===== src/rtl/uart_pkg.sv =====
// rtl/uart_pkg.sv - shared UART telemetry frame definitions
//
// Purpose: frame state encoding, frame layout constants and the baud divider
//          shared by the frame scheduler and the byte serializer.
// Ports:   none (package).
package uart_pkg;

  // Telemetry frame progression; IDLE means no frame in flight.
  typedef enum logic [2:0] {
    ST_IDLE,
    ST_HDR,
    ST_DHI,
    ST_DLO,
    ST_TERM
  } frame_state_e;

  localparam int         FRAME_BYTES   = 4;
  localparam logic [7:0] TERM_BYTE_DEF = 8'h0A;
  localparam logic [7:0] HDR_BASE_DEF  = 8'h80;

  // Serializer bit period in clk cycles (27 MHz / 115200 baud).
  localparam int CLK_HZ       = 27_000_000;
  localparam int BAUD         = 115_200;
  localparam int DELAY_FRAMES = CLK_HZ / BAUD;

endpackage


===== src/rtl/rr_arbiter.sv =====
// rtl/rr_arbiter.sv - combinational round-robin request picker
//
// Purpose: picks the first requesting index at or after ptr, ascending with
//          wrap-around. No state; the pointer lives in the caller.
// Ports:
//   req       in  N      request vector
//   ptr       in  IDX_W  highest-priority index (must be < N)
//   grant     out N      one-hot grant (zero when no request)
//   grant_idx out IDX_W  index of the granted requester
//   any       out 1      at least one request present
module rr_arbiter
  import uart_pkg::*;
#(
  parameter int N     = 2,
  parameter int IDX_W = (N > 1) ? $clog2(N) : 1
) (
  input  logic [N-1:0]     req,
  input  logic [IDX_W-1:0] ptr,
  output logic [N-1:0]     grant,
  output logic [IDX_W-1:0] grant_idx,
  output logic             any
);

  always_comb begin
    logic [IDX_W:0] pos;
    grant     = '0;
    grant_idx = '0;
    any       = 1'b0;
    pos       = '0;
    for (int i = 0; i < N; i++) begin
      // Candidate index (ptr + i) mod N; one extra bit avoids overflow before the wrap.
      pos = {1'b0, ptr} + (IDX_W + 1)'(i);
      if (pos >= (IDX_W + 1)'(N)) begin
        pos = pos - (IDX_W + 1)'(N);
      end
      if (!any && req[pos[IDX_W-1:0]]) begin
        any       = 1'b1;
        grant_idx = pos[IDX_W-1:0];
      end
    end
    grant[grant_idx] = any;
  end

endmodule


===== src/rtl/uart_frame_scheduler.sv =====
// rtl/uart_frame_scheduler.sv - round-robin sample-to-UART frame sequencer
//
// Purpose: shares one byte-level UART transmitter between NUM_CH producers.
//          Grants one requester round-robin, latches its sample and emits the
//          4-byte frame {HDR_BASE|ch, sample[DATA_W-1:8], sample[7:0], TERM_BYTE}.
// Ports:
//   clk       in  1              system clock
//   rst_n     in  1              synchronous active-low reset
//   en        in  1              allows new grants; an in-flight frame always completes
//   req       in  NUM_CH         level requests
//   sample    in  NUM_CH*DATA_W  packed samples, channel ch at [ch*DATA_W +: DATA_W]
//   ack       out NUM_CH         one-cycle one-hot pulse when a sample is latched
//   tx_data   out 8              byte to the serializer
//   tx_valid  out 1              tx_data valid
//   tx_ready  in  1              serializer accepts the byte
//   busy      out 1              frame in flight
//   frame_cnt out 16             completed frames, wrapping
module uart_frame_scheduler
  import uart_pkg::*;
#(
  parameter int         NUM_CH    = 2,
  parameter int         DATA_W    = 15,
  parameter logic [7:0] TERM_BYTE = TERM_BYTE_DEF,
  parameter logic [7:0] HDR_BASE  = HDR_BASE_DEF
) (
  input  logic                     clk,
  input  logic                     rst_n,
  input  logic                     en,
  input  logic [NUM_CH-1:0]        req,
  input  logic [NUM_CH*DATA_W-1:0] sample,
  output logic [NUM_CH-1:0]        ack,
  output logic [7:0]               tx_data,
  output logic                     tx_valid,
  input  logic                     tx_ready,
  output logic                     busy,
  output logic [15:0]              frame_cnt
);

  localparam int IDX_W = (NUM_CH > 1) ? $clog2(NUM_CH) : 1;

  frame_state_e       state_q;
  logic [IDX_W-1:0]   ptr_q;
  logic [IDX_W-1:0]   ptr_d;
  logic [DATA_W-1:0]  smp_q;
  logic [DATA_W-1:0]  smp_d;
  logic [NUM_CH-1:0]  ack_q;
  logic [7:0]         tx_data_q;
  logic               tx_valid_q;
  logic               busy_q;
  logic [15:0]        frame_cnt_q;
  logic [15:0]        frame_cnt_d;

  logic [NUM_CH-1:0]  grant;
  logic [IDX_W-1:0]   grant_idx;
  logic               grant_any;

  rr_arbiter #(
    .N     (NUM_CH),
    .IDX_W (IDX_W)
  ) u_arb (
    .req       (req),
    .ptr       (ptr_q),
    .grant     (grant),
    .grant_idx (grant_idx),
    .any       (grant_any)
  );

  // One-hot AND-OR mux of the granted channel's sample.
  always_comb begin
    smp_d = '0;
    for (int c = 0; c < NUM_CH; c++) begin
      smp_d = smp_d | ({DATA_W{grant[c]}} & sample[c*DATA_W +: DATA_W]);
    end
  end

  // Pointer moves to the channel just after the winner so it drops to lowest priority.
  always_comb begin
    if (grant_idx == IDX_W'(NUM_CH - 1)) begin
      ptr_d = '0;
    end else begin
      ptr_d = grant_idx + IDX_W'(1);
    end
  end

  assign frame_cnt_d = frame_cnt_q + 16'd1;

  // Every output is registered; tx_data_q is loaded with the byte of the state being
  // entered, so it is held untouched while tx_ready is low.
  always_ff @(posedge clk) begin
    if (!rst_n) begin
      state_q     <= ST_IDLE;
      ptr_q       <= '0;
      smp_q       <= '0;
      ack_q       <= '0;
      tx_data_q   <= '0;
      tx_valid_q  <= 1'b0;
      busy_q      <= 1'b0;
      frame_cnt_q <= '0;
    end else begin
      ack_q <= '0;
      unique case (state_q)
        ST_IDLE: begin
          if (en && grant_any) begin
            ack_q      <= grant;
            smp_q      <= smp_d;
            ptr_q      <= ptr_d;
            // The granted index lives on only in the header byte.
            tx_data_q  <= HDR_BASE | 8'(grant_idx);
            tx_valid_q <= 1'b1;
            busy_q     <= 1'b1;
            state_q    <= ST_HDR;
          end
        end
        ST_HDR: begin
          if (tx_ready) begin
            tx_data_q <= 8'(smp_q[DATA_W-1:8]);
            state_q   <= ST_DHI;
          end
        end
        ST_DHI: begin
          if (tx_ready) begin
            tx_data_q <= smp_q[7:0];
            state_q   <= ST_DLO;
          end
        end
        ST_DLO: begin
          if (tx_ready) begin
            tx_data_q <= TERM_BYTE;
            state_q   <= ST_TERM;
          end
        end
        ST_TERM: begin
          if (tx_ready) begin
            tx_data_q   <= '0;
            tx_valid_q  <= 1'b0;
            busy_q      <= 1'b0;
            frame_cnt_q <= frame_cnt_d;
            state_q     <= ST_IDLE;
          end
        end
        default: begin
          tx_valid_q <= 1'b0;
          busy_q     <= 1'b0;
          state_q    <= ST_IDLE;
        end
      endcase
    end
  end

  assign ack       = ack_q;
  assign tx_data   = tx_data_q;
  assign tx_valid  = tx_valid_q;
  assign busy      = busy_q;
  assign frame_cnt = frame_cnt_q;

endmodule


===== config.mk =====
export PLATFORM = sky130hd
export DESIGN_NAME = uart_frame_scheduler
export DESIGN_NICKNAME = d
export VERILOG_FILES = /design/src/rtl/uart_pkg.sv /design/src/rtl/rr_arbiter.sv /design/src/rtl/uart_frame_scheduler.sv
export SDC_FILE = /design/constraint.sdc
export NUM_CORES = 1
export LEC_CHECK = 0
export ABC_CLOCK_PERIOD_IN_PS = 1650
export BUFFER_PORTS_ARGS = -buffer_cell sky130_fd_sc_hd__buf_2
export CAP_MARGIN = 10
export CORE_MARGIN = 5
export CORE_UTILIZATION = 30
export DETAILED_ROUTE_END_ITERATION = 10
export GPL_ROUTABILITY_DRIVEN = 0
export GPL_TIMING_DRIVEN = 0
export PLACE_DENSITY_LB_ADDON = 0.2
export SLEW_MARGIN = 30
export SYNTH_ARGS = -nofsm -noshare
export SYNTH_HDL_FRONTEND = slang
export SYNTH_SLANG_ARGS = --single-unit
export TNS_END_PERCENT = 20

===== constraint.sdc =====
create_clock -name clk -period 1.65 [get_ports clk]
set_input_delay 0 -clock clk [delete_from_list [all_inputs] [get_ports clk]]
set_output_delay 0 -clock clk [all_outputs]
set_load 0.01 [all_outputs]

### Word level (Yosys, flattened, before mapping)

Cells that the tools add are included.

* mux-type cells: 28
* $add $sub $neg: 5
* bitwise operators: 5
* reductions and logical operators: 13
* equal/unequal tests: 9
* $lt $le $gt $ge: 6

Operator list (count)
* 8-bit two-way mux: 5
* 8-bit case mux with 5 select lines: 1
* 15-bit AND: 2
* 16-bit by 1-bit adder with 16-bit output, second input constant: 1
* 3-bit two-way mux: 5
* 15-bit OR: 1
* 3-bit case mux with 5 select lines: 1
* 1-bit two-way mux: 14
* 2-bit inequality test, second input constant: 5
* 3-bit by 2-bit == test with 1-bit output, second input constant: 2
* 1-bit by 2-bit less-than comparator with 1-bit output, second input constant: 3
* 3-bit AND reduction: 2
* 6-bit AND reduction: 1
* 5-bit AND reduction: 1
* 5-bit nonzero test: 1
* 2-bit AND reduction: 2
* 3-bit by 1-bit == test with 1-bit output, second input constant: 1
* 3-bit == test, second input constant: 1
* 1-bit logical AND: 3
* 3-bit zero test: 1
* 1-bit case mux with 3 select lines: 1
* 3-bit OR reduction: 1
* 1-bit by 1-bit adder with 2-bit output, second input constant: 1
* 2-bit AND: 1
* other kinds (8): 9

* bits in registers: 46
* output and inout bits: 28

### Depth between registers and ports, before layout

* word-level depth: 15
* mapped depth: 6

### Modules after synthesis

Synthesis repeated with hierarchy kept, for this count alone.

* cell total of the unflattened synthesis: 236
* area total of the unflattened synthesis: 2108.3 um^2

By module, submodules not included
* uart_frame_scheduler: cells each 231, area each 2075.7 um^2, times used 1
* rr_arbiter: cells each 5, area each 32.5 um^2, times used 1

### Worst setup path after synthesis

No wires, ideal clock.

* path kind: register -> register
* from: reg state_q[2]
* to: reg frame_cnt_q[12], in the netlist frame_cnt[12]
* slack: -0.062 ns
* cell stages (with the launch flop): 6
* setup time: 0.132 ns
* buffers on the path: 1
* arrival: 1.580 ns
* clock period less this slack: 1.712 ns
* required time: 1.518 ns
* path through: dfxtp_1 buf_4 or3b_4 or4b_1 o21ai_1 a21oi_1

* word-level cells in the longest chain between the ends: 2

RTL lines
* from (decl): RTL line uart_frame_scheduler.sv:41 `frame_state_e state_q;`
* from (signal assigned): RTL line uart_frame_scheduler.sv:91 `state_q <= ST_IDLE;`
* from (signal assigned): RTL line uart_frame_scheduler.sv:111 `state_q <= ST_HDR;`
* from (signal assigned): RTL line uart_frame_scheduler.sv:117 `state_q <= ST_DHI;`
* 3-bit == test: RTL line uart_frame_scheduler.sv:101 `unique case (state_q)`
* 2-bit AND reduction (no source line)
* to (signal assigned): RTL line uart_frame_scheduler.sv:137 `frame_cnt_q <= frame_cnt_d;`
* to (decl): RTL line uart_frame_scheduler.sv:50 `logic [15:0] frame_cnt_q;`

Every way passes these cells.
A chain may end at the register's enable or synchronous reset.

### Worst setup path in the final report

* from: reg state_q[2]
* to: reg frame_cnt_q[14], in the netlist frame_cnt[14]

The elaborated chain is that of the path after synthesis.

==> reports/results.ini <==
[setup_path]
cp.arrival_ns=1.86
cp-start-kind=flip-flop
slowest_stage=or4b_4
crit_family=simple AND/OR/NAND/NOR gates
cp_slowest_stage_delay_ns=0.52
crit_path_max_fanout=4
required_ns=1.82
critPathCaptureType=flip-flop
r2r_start=state_q[2]
setup.worst_path.start=state_q[2]
crit_chain=buf_6 -> or3b_4 -> or4b_4 -> o21ai_2 -> a21oi_1
path_buf_inv=1
setup.worst_path.class=reg2reg

[cells_and_area]
seq_area_um2=932
syn2layout_area_growth_pct=40.9
multi_input_area_um2=1160
nets=352
final_cell_mix=buf_2 (64), dfxtp_1 (39), nor2_1 (28)
final_common_cell=buf_2
stdcell_count=395
diodes=0
layout-drive-gt1-share=0.375
nFillCells=694

[timing]
tightestPinTransition_ns=0.549
hold_viol_final=2
setup_violations=2
layout_setup_ws_ns=-0.0419
hold_slack_ns=-0.00245
slew_viol_final=0
period_needed_ns=1.69
relSlewSlack=0.630
finalCritPeriodShare=1.03
setup_tns_ns=-0.0719
finClkSkew_ns=0.00449
rsz0062_at_grt=true
fmax_ghz=0.591

[cts]
cts-buffers-inserted=5
clock_sinks=46
cts_tree=built
cts-root-buf=clkbuf_8
path_clk_slew_ns=0.08
htree_levels=2
clkLatencyLatePin_ns=0.30
cts_buffer_depth=2

[job]
drv_cap=0

[placed_design]
dpl.hpwl_mm=4.17
port_buffers=63
dp_cells=373

[yosys]
synth_warnings=0
avgSynthCellArea_um2=8.80
syn-instance-count=230
synth_flop_cell=dfxtp_1
syn_area_um2=2020
ys_ff_latch=46
async_flop_share=0
synth_nets=267
yosysSeqAreaShare=0.455
post_synth_num_cell_types=41
synth_edf_count=0

[global_route]
grt_remaining_overflow=0
antenna_found_initial=0
grt_max_degree=14
grt_pass1_wl_mm=9.67
grt_util_all_layers=0.141
grt_pass1_vias=1994

[drt]
vias=1956
initialDrtViolationCount=40
vias_per_cell=4.95
drt-wirelength-per-cell_um=14.7
dr.pass1.iters=4
drc=0
drt_wl_total_mm=5.83
ant_nets=0

[floorplanning]
dieArea_um2=8490
start_util=0.303
die_y_um=92.1
die_x_um=92.1
ios=64
rows=30
coreArea_um2=6680

[power]
power_density_nw_per_um2=808
leakagePower_nw=1.22
pwr-share-seq=0.527
p_switching_mw=0.646
sw_frac_of_total=0.281
irDropWorstVdd_mv=0.392
comb_power_share=0.190
p_int_mw=1.66
pwr-share-clk=0.283
total_power_mw=2.30

[run_status]
status=finished with violations
failed_checks=hold timing, setup timing

[hold_path]
hold_class=in2reg
hp-start=sample[4]

area by class of cell:
class | instances | area share
multi-input combinational | 163 | 0.408
sequential | 46 | 0.327
buffer | 16 | 0.0351
tap | 80 | 0.0351
clock buffer | 5 | 0.0241
timing repair buffer | 79 | 0.162
clock inverter | 2 | 0.00351
inverter | 4 | 0.00527
registers in the layout, indices dropped and copies added (netlist names):
register and flops:
tx_data 8, state_q 3, ack 2, smp_q 15, busy 1, frame_cnt 16
ptr_q 1
routing by layer:
layer / track usage / routed length (µm)
met1: 0.193 / 2850
met2: 0.218 / 2670
met3: 0.0254 / 233
met4: 0.0557 / 76
met5: 0 / 0
worst min-delay path, cell delays in order:
cell	delay [ns]
buf_2	0.09
a221oi_2	0.05
nor3_1	0.11
cell families (layout without fill, tap and decap cells):
family | count (synthesis) | after routing | share of synthesized area
simple gates | 98 | 98 | 0.255
compound gates | 51 | 51 | 0.183
flops | 46 | 46 | 0.455
buf+inv | 21 | 106 | 0.0427
xor+xnor | 11 | 11 | 0.0476
mux | 2 | 2 | 0.00990
fa+ha+maj | 1 | 1 | 0.00618
through the flow:
step | worst slack, ns | instance area (µm²) | util
after floorplan | -0.0147 | 2020 | -
after global placement | -0.347 | 2440 | 0.365
after detailed placement | -0.360 | 2440 | 0.365
after CTS | -0.0403 | 2760 | 0.413
after global routing | -0.130 | 2850 | 0.427
final | -0.0419 | 2850 | 0.427
synth_stat cells, types with 2 or more instances:
master     instances  share of area
a21o_1             2         0.0074
buf_4              2         0.0074
nor2b_1            2         0.0062
xnor2_1            7          0.030
nor2_1            28          0.052
nand2b_1           2         0.0062
a221oi_1          15          0.065
o2bb2ai_1          5          0.022
clkbuf_1          15          0.028
nand3_1            9          0.022
dfxtp_1           46           0.46
mux2i_1            2         0.0099
a21boi_1           2         0.0074
nor3_1            21          0.052
inv_1              3         0.0056
nor3b_1            2         0.0074
nand3b_1           2         0.0074
or3_1              2         0.0062
nand2_1           11          0.020
nor4_1             2         0.0062
nand4_1            2         0.0062
xor2_1             4          0.017
and3_1             6          0.019
o21ai_0            8          0.020
a22oi_1            5          0.019
a21oi_1            8          0.020
o21ai_1            2         0.0049
nand4b_1           2         0.0087
path summary, 6_finish.rpt:
kind | end | slack [ns] | cells after the start
worst min-delay path | smp_q[4] | -0.002 | 3
worst min register to register | tx_data[3] | 0.46 | 1
worst max-delay path | frame_cnt[14] | -0.04 | 5
worst max register to register | frame_cnt[14] | -0.04 | 5
timing repair:
item	4_1_cts	5_1_grt
pin swaps	3	5
endpoints found under the setup margin	31	29
hold endpoints to repair	8	0
hold buffers	11	0
resized for setup	27	25
gates cloned	0	0
buffers inserted	2	3
power groups by stage:
stage / Clock, mW / Sequential [mW] / Combinational, mW
floorplan: 0 / 1.24 / 0.218
global placement: 0 / 1.24 / 0.347
detailed placement: 0 / 1.24 / 0.351
CTS: 0.675 / 1.22 / 0.419
global route: 0.718 / 1.22 / 0.483
finish: 0.652 / 1.21 / 0.438
Power figures use the tool's default switching activity.
